<file path="src/rtl/noc_pkg.sv">
// Shared router definitions: flit-type field location/encoding and the
// input-requester state encoding.
`ifndef NOC_PKG_SV
`define NOC_PKG_SV

`define NOC_FT_HI(dw) ((dw) - 1)
`define NOC_FT_LO(dw) ((dw) - 2)

package noc_pkg;

  localparam logic [1:0] FT_BODY   = 2'b00;
  localparam logic [1:0] FT_HEAD   = 2'b01;
  localparam logic [1:0] FT_TAIL   = 2'b10;
  localparam logic [1:0] FT_SINGLE = 2'b11;

  localparam logic [1:0] ST_IDLE   = 2'd0;
  localparam logic [1:0] ST_ACTIVE = 2'd1;
  localparam logic [1:0] ST_DROP   = 2'd2;

  function automatic logic ft_opens(input logic [1:0] ft);
    return (ft == FT_HEAD) || (ft == FT_SINGLE);
  endfunction

  function automatic logic ft_closes(input logic [1:0] ft);
    return (ft == FT_TAIL) || (ft == FT_SINGLE);
  endfunction

endpackage

`endif

</file>
<file path="src/rtl/noc_flit_fifo.sv">
// Small flit FIFO with wrap-bit pointers; head is read combinationally.
module noc_flit_fifo
  import noc_pkg::*;
#(
  parameter int DW    = 32,
  parameter int DEPTH = 4
) (
  input  logic          clk,
  input  logic          rstn,
  input  logic          i_push,
  input  logic [DW-1:0] i_wdata,
  input  logic          i_pop,
  output logic          o_full,
  output logic          o_empty,
  output logic [DW-1:0] o_head
);

  localparam int AW = $clog2(DEPTH);

  logic [AW:0]   r_wptr;
  logic [AW:0]   r_rptr;
  logic [DW-1:0] r_mem [DEPTH];
  logic          w_do_push;
  logic          w_do_pop;

  assign o_full  = (r_wptr[AW] != r_rptr[AW]) && (r_wptr[AW-1:0] == r_rptr[AW-1:0]);
  assign o_empty = (r_wptr == r_rptr);
  assign o_head  = r_mem[r_rptr[AW-1:0]];

  // A push at full is refused even if a pop frees a slot in the same cycle.
  assign w_do_push = i_push && !o_full;
  assign w_do_pop  = i_pop && !o_empty;

  always_ff @(posedge clk or negedge rstn) begin
    if (!rstn) begin
      r_wptr <= '0;
      r_rptr <= '0;
    end else begin
      if (w_do_push) r_wptr <= r_wptr + (AW+1)'(1);
      if (w_do_pop)  r_rptr <= r_rptr + (AW+1)'(1);
    end
  end

  always_ff @(posedge clk) begin
    if (w_do_push) r_mem[r_wptr[AW-1:0]] <= i_wdata;
  end

endmodule

</file>
<file path="src/rtl/noc_input_requester.sv">
// Router input port: buffers wormhole flits, requests the decoded output,
// streams the packet while granted and releases the arbiter on the tail.
//
// state  | meaning
// IDLE   | waiting for a packet head at the FIFO head
// ACTIVE | request held, flits sent on grant && out_ready until the tail
// DROP   | malformed packet being discarded up to its tail
module noc_input_requester
  import noc_pkg::*;
#(
  parameter int DW    = 32,
  parameter int DEPTH = 4,
  parameter int NPORT = 5
) (
  input  logic             clk,
  input  logic             rstn,
  input  logic             in_valid,
  input  logic [DW-1:0]    in_flit,
  output logic             in_ready,
  output logic [NPORT-1:0] request,
  input  logic [NPORT-1:0] grant,
  input  logic             out_ready,
  output logic             out_valid,
  output logic [DW-1:0]    out_flit,
  output logic [NPORT-1:0] pkt_release,
  output logic             err
);

  logic [1:0]       r_state;
  logic [1:0]       w_state_nxt;
  logic [NPORT-1:0] r_req;
  logic [NPORT-1:0] w_req_nxt;
  logic             w_full;
  logic             w_empty;
  logic [DW-1:0]    w_head;
  logic             w_pop;
  logic             w_fire;
  logic             w_err;
  logic [NPORT-1:0] w_release;
  logic [1:0]       w_ftype;
  logic [NPORT-1:0] w_dest;
  logic             w_dest_onehot;

  noc_flit_fifo #(
    .DW    (DW),
    .DEPTH (DEPTH)
  ) u_fifo (
    .clk     (clk),
    .rstn    (rstn),
    .i_push  (in_valid),
    .i_wdata (in_flit),
    .i_pop   (w_pop),
    .o_full  (w_full),
    .o_empty (w_empty),
    .o_head  (w_head)
  );

  assign w_ftype       = w_head[`NOC_FT_HI(DW):`NOC_FT_LO(DW)];
  assign w_dest        = w_head[NPORT-1:0];
  assign w_dest_onehot = (w_dest != '0) && ((w_dest & (w_dest - NPORT'(1))) == '0);

  assign w_fire = (r_state == ST_ACTIVE) && !w_empty && (|(r_req & grant)) && out_ready;

  always_comb begin
    w_state_nxt = r_state;
    w_req_nxt   = r_req;
    w_pop       = 1'b0;
    w_err       = 1'b0;
    w_release   = '0;
    case (r_state)
      ST_IDLE: begin
        if (!w_empty) begin
          if (ft_opens(w_ftype)) begin
            if (w_dest_onehot) begin
              w_state_nxt = ST_ACTIVE;
              w_req_nxt   = w_dest;
            end else begin
              // head stays queued; DROP pops it along with the rest
              w_state_nxt = ST_DROP;
              w_err       = 1'b1;
            end
          end else begin
            w_pop = 1'b1;
            w_err = 1'b1;
          end
        end
      end
      ST_ACTIVE: begin
        if (w_fire) begin
          w_pop = 1'b1;
          if (ft_closes(w_ftype)) begin
            w_release   = r_req;
            w_state_nxt = ST_IDLE;
            w_req_nxt   = '0;
          end
        end
      end
      ST_DROP: begin
        if (!w_empty) begin
          w_pop = 1'b1;
          if (ft_closes(w_ftype)) w_state_nxt = ST_IDLE;
        end
      end
      default: begin
        w_state_nxt = ST_IDLE;
        w_req_nxt   = '0;
      end
    endcase
  end

  always_ff @(posedge clk or negedge rstn) begin
    if (!rstn) begin
      r_state <= ST_IDLE;
      r_req   <= '0;
    end else begin
      r_state <= w_state_nxt;
      r_req   <= w_req_nxt;
    end
  end

  assign in_ready    = !w_full;
  assign request     = r_req;
  assign out_valid   = w_fire;
  assign out_flit    = w_head;
  assign pkt_release = w_release;
  assign err         = w_err;

endmodule

</file>
<file path="config.mk">
export PLATFORM = sky130hd
export DESIGN_NAME = noc_input_requester
export DESIGN_NICKNAME = d
export VERILOG_FILES = /design/src/rtl/noc_pkg.sv /design/src/rtl/noc_flit_fifo.sv /design/src/rtl/noc_input_requester.sv
export SDC_FILE = /design/constraint.sdc
export NUM_CORES = 1
export LEC_CHECK = 0
export CAP_MARGIN = 20
export CELL_PAD_IN_SITES_DETAIL_PLACEMENT = 1
export CELL_PAD_IN_SITES_GLOBAL_PLACEMENT = 2
export CORE_MARGIN = 1.5
export CORE_UTILIZATION = 50
export CTS_BUF_LIST = sky130_fd_sc_hd__clkbuf_16
export DETAILED_ROUTE_END_ITERATION = 6
export DONT_BUFFER_PORTS = 1
export GPL_TIMING_DRIVEN = 0
export PLACE_DENSITY_LB_ADDON = 0.1
export SLEW_MARGIN = 25
export SYNTH_ARGS = -nofsm -noshare
export SYNTH_HDL_FRONTEND = slang
export SYNTH_SLANG_ARGS = --single-unit
export TNS_END_PERCENT = 5
</file>
<file path="constraint.sdc">
create_clock -name clk -period 6.2 [get_ports clk]
set_clock_uncertainty 0.05 [all_clocks]
set_input_delay 1.86 -clock clk [delete_from_list [all_inputs] [get_ports clk]]
set_output_delay 1.86 -clock clk [all_outputs]
set_load 0.02 [all_outputs]
</file>
==> metrics.md <==
| Metric | Value |
|---|---|
| Outcome | finished clean |
| Die Y | between 100 and 150 um |
| Skew-Pair Late Insertion Delay | between 0.4 and 0.5 ns |
| Largest net degree at the start of global routing | 25 |
| Hold worst-path end | u_fifo.r_wptr[2]$_DFFE_PN0P_ |
| Syn Std Cell Area | between 5000 and 6000 um^2 |
| Netlist cell types | 41 |
| HPWL after DPL | 6520 um |
| Post-Route WL | around 10,000 um |
| Hold/Removal Path Class | flip-flop to flip-flop |
| Period utilization | 0.793 |
| Worst Path Class, Setup | input pin to primary output |
| Setup_tns | 0 ns |
| Drt drc | 0 |
| Met1 Resource Use GR | 0.238 |
| R2R depth | 7 |
| Synth area leaders | edfxtp_1 68%, mux4_2 13%, dfrtp_1 5.8% |
| Clk slew on worst S/H paths | roughly 0.060 ns |
| Initial antenna violation count | 0 |
| Die ar. | approximately 12,000 um^2 |
| Die Span X | between 100 and 150 um |
| GR Util met2 | 0.309 |
| RSZ-0062 raised after global routing | no |
| Pre-Repair DR Iteration Count | 4 |
| Post-synth net total | 324 |
| Core area | 10,900 um^2 |
| Port Buffers | 0 |
| Vias | around 2,700 |
| Total track usage | 0.199 |
| Post-synth top cells | 128 x edfxtp_1, 32 x mux4_2, 13 x dfrtp_1 |
| Total CTS buffers | 17 |
| GRT Max-Usage Layer | met2 |
| I/O Pins | 86 |
| Yosys warnings | 0 |
| WP data arrival | 3.00 ns |
| Area leader, netlist | edfxtp_1 |
| Vias in the first global route | just under 3,000 |
| Post-synth EDFFs | about 130 |
| CP Capture Type | primary output |
| Final Non-Filler Cells | 450 |
| Worst Hold Depth | 1 |
| Setup bufs post-CTS | 0 |
| Required time of the critical path | about 4.3 ns |
| Drt initial violations | roughly 140 |
| Most common flop cell mapped by yosys | edfxtp_1 |
| Initial Utilization | 0.517 |
| MaxCap Viol Count | 0 |
| Top-count cell post-synth | edfxtp_1 |
| Top-area cell type share of the netlist area | 0.683 |
| Pwr dens | ~570 nW/um^2 |
| Cts repair resizes | 0 |
| Post-Syn Area per Cell | slightly above 20 um^2 |
| Gr ovfl total | 0 |
| Routing usage on met3 | 0.100 |
| HP Start | u_fifo.r_wptr[2]$_DFFE_PN0P_ |
| Synth Register Bits | about 140 |
| Nets | approximately 350 |
| P&R area growth vs syn | 15.2% |
| First-pass GRT wire length | around 16,000 um |
| R2R setup slack | 3.78 ns |
| Slew Limit Fails | 0 |
| Max IR drop VDD | around 350 uV |
| Inserted Diodes | 0 |
| Post-route ant nets | 0 |
| Root buf cell | clkbuf_16 |
| Setup violators final | 0 |
| Relative slew slack | 0.555 |
| Setup crit start kind | input pin |
| RR Endpoint | u_fifo.r_wptr[2]$_DFFE_PN0P_ |
| Mapped Cells | 274 |
| Fmax | ~200 MHz |
| Share of cells above drive strength 1 | 0.268 |
| Tmin final | 4.91 ns |
| Gpl congestion | 0.679 |
| Clock buffer depth | 2 |
| Asr flop ratio synth | 0.0922 |
| Leak | around 0.0022 uW |
| CTS sink count | 141 |
| Register area share after synthesis | 0.740 |
| Routed len/inst | ~23 um |
| Cells after DPL | 418 |
| CTS tree | built |
| Via/cell ratio | just under 6 |
| Worst Max-Slew Pin Slew | about 0.67 ns |
| Fillers | between 900 and 1,000 |
| Cts hold-fix bufs | 0 |
| Worst reg2reg startpoint | u_fifo.r_rptr[0]$_DFFE_PN0P_ |
| Final Hold Vio Count | 0 |
| H-tree depth | 4 |
| Site Rows | 38 |
| CP Max Fanout | 5 |
-- metrics by stage --
stage	power (uW)	setup slack (ns)	hold WS [ns]	util	area [um^2]
after floorplan	2390	1.54	0.448	-	5630
after global placement	2640	1.26	0.461	0.533	5810
after detailed placement	2700	1.24	0.473	0.541	5890
after CTS	3730	1.24	0.483	0.596	6490
after global routing	3870	1.04	0.497	0.596	6490
final	3670	1.29	0.484	0.596	6490
-- worst max path at each step --
stage               startpoint        endpoint  slack [ns]
global placement      grant[0]  pkt_release[3]        1.26
detailed placement    grant[0]  pkt_release[2]        1.24
floorplan             grant[0]  pkt_release[0]        1.54
CTS                   grant[0]  pkt_release[2]        1.24
global route          grant[0]  pkt_release[3]        1.04
finish                grant[0]  pkt_release[2]        1.29
-- final cells by class --
cell class	count	area, um^2	share of cell area
buffer	9	53.8	0.00829
clock buffer	17	425	0.0656
clock inverter	15	171	0.0264
inverter	10	37.5	0.00578
multi-input combinational	114	1380	0.212
sequential	141	4170	0.642
tap	140	175	0.0270
timing repair buffer	4	80.1	0.0123
-- kinds of logic after synthesis --
family,after synthesis,share of synthesized area
DFF,141,0.740
muxes,35,0.134
and+or+nand+nor,33,0.0355
AOI/OAI and AO/OA,26,0.0371
buffers and inverters,19,0.0162
xor gates and xnor gates,11,0.0171
adders and majority gates,9,0.0200
-- registers in the layout, indices dropped and copies added, names as in the netlist --
name           cells
request            5
u_fifo.r_mem     128
u_fifo.r_wptr      3
r_state            2
u_fifo.r_rptr      3
-- power by group --
group,switching [uW],internal [uW]
Combinational,792,469
Sequential,103,1290
Clock,379,631
Total,1270,2390
-- per-layer routing --
| layer | up-vias | share of wire |
|---|---|---|
| met1 | 1383 | 0.41 |
| li1 | 1179 | - |
| met2 | 91 | 0.50 |
| met3 | 11 | 0.084 |
| met4 | 0 | 0.010 |
| met5 | - | 0 |
-- critical path, stage by stage --
cell	delay (ns)
a22oi_1	0.05
a21boi_0	0.28
nand3_1	0.25
nor2_1	0.27
and2_1	0.28
-- layout by cell type (no fill, tap or decap), types with 2 or more instances in the layout --
cell / Yosys / layout
buf_6: 2 / 2
buf_2: 4 / 4
o21ai_0: 6 / 6
inv_1: 10 / 12
clkinvlp_4: 0 / 3
and3_2: 0 / 4
clkinv_2: 0 / 2
nand3_1: 4 / 4
clkbuf_1: 2 / 2
o311ai_1: 4 / 4
nand4_1: 5 / 5
dfrtp_1: 13 / 13
bufinv_16: 0 / 3
edfxtp_1: 128 / 128
xor2_1: 6 / 6
clkbuf_16: 0 / 17
a222oi_1: 2 / 2
buf_12: 0 / 4
and2_1: 6 / 6
ha_1: 9 / 9
mux4_2: 32 / 32
xnor2_1: 5 / 5
mux2_2: 2 / 2
nand2_1: 6 / 6
nor3_1: 2 / 2
inv_6: 0 / 2
a21boi_0: 2 / 2
(Power assumes the default switching activity.)
==> patch, RTL diff (same settings) <==
`DW` is set to 32 in 2 places; all go to 64.
--- a/src/rtl/noc_flit_fifo.sv
+++ b/src/rtl/noc_flit_fifo.sv
@@ -4,3 +4,3 @@
 #(
-  parameter int DW    = 32,
+  parameter int DW    = 64,
   parameter int DEPTH = 4
--- a/src/rtl/noc_input_requester.sv
+++ b/src/rtl/noc_input_requester.sv
@@ -10,3 +10,3 @@
 #(
-  parameter int DW    = 32,
+  parameter int DW    = 64,
   parameter int DEPTH = 4,
Interface: changed (resized in_flit and out_flit); port bits go from 86 to 150. The function was not compared with the original's and may differ.
==> patch against the unedited design <==
Power up 74%; critical path depth unchanged; via count up 66%; sequential cell count up 128; worst setup slack worse by 54 ps; hold slack better by 1.9 ps; die area up 79%; wire length up 80%; synthesized area up 82%; synthesized cell count up 61%; global-route usage down 1.4 points; final area up 80%.
==> patch: results (changes against the unedited design) <==
* Status: finished clean
* Post-route insts no fill at 769 (+71%)
* Top post-synthesis cells by area: edfxtp_1, mux4_2, dfrtp_1, ha_1, xor2_1
* Via count at 4419 (+66%)
* Wire length on met1 at 7225 um (+71%)
* Synth Area in Compound Gates at 0.02105 (-0.01605)
* Max VDD drop at 0.0003676 V (+6.5%)
* Switching share of power at 0.3362 (-0.01105)
* Total global-route track usage at 0.1848 (-0.01377)
* Post-synthesis cell type count at 43 (+4.9%)
* Syn Area/Cell at 23.18 um2 (+13%)
* Placed insts at 717 (+72%)
* Final Net Count at 559 (+61%)
* CTS Buffer Depth at 3 (+1)
* Commonest cells post-synth: edfxtp_1, mux4_2, dfrtp_1
* 1st-iter DRT viols at 183 (+28%)
* EDFF count, synth at 256 (+100%)
* Xor and xnor area share after synthesis at 0.009424 (-0.007684)
* Adder-Cell Fraction of Synth Area at 0.01101 (-0.008981)
* Worst slew pin tran at 873.9 ps (+205.9 ps)
* Met3 usage at 0.06646 (-0.03396)
* Post-synthesis mux area share at 0.1442 (+0.01042)
* Max FFs per register at 256 (+100%)
* Comb group at 2.06 mW (+63%)
* Share of cells above drive strength 1 at 0.2725 (+0.004803)
* Routability cong. at 0.7653 (+13%)
* Register area share after synthesis at 0.7837 (+0.04347)
* Leakage power at 3.805 nW (+72%)
* Met1 Resource Use GR at 0.2208 (-0.01679)
* Place WS at 1213 ps (-22.63 ps)
* Vias in the first global route at 5050 (+73%)
* Clk. pwr at 1.73 mW (+71%)
-- patch: worst paths after layout --
kind | from | to | slack [ps] | depth (start not counted)
setup / recovery | grant[0] | pkt_release[1] | 1230 | 5
hold / removal | u_fifo.r_rptr[2] | u_fifo.r_rptr[2] | 490 | 1
setup reg to reg | u_fifo.r_rptr[1] | u_fifo.r_mem[2][12] | 3680 | 5
hold reg to reg | u_fifo.r_rptr[2] | u_fifo.r_rptr[2] | 490 | 1
max in group asynchronous | rstn | u_fifo.r_rptr[0] | 5070 | 0
min in group asynchronous | rstn | request[4] | 950 | 0
-- patch: final cells by class --
class / count / area (um2)
Buffer: 16 / 85.08
Clock buffer: 28 / 700.7
Clock inverter: 24 / 277.8
Fill cell: 1684 / 8474
Inverter: 10 / 37.54
Multi-Input combinational cell: 146 / 2108
Sequential cell: 269 / 8013
Tap cell: 270 / 337.8
Timing Repair Buffer: 6 / 135.1
-- patch: critical path: cells and delay by family --
family          cells  cell delay, ps
compound gates      2             350
simple gates        3             850
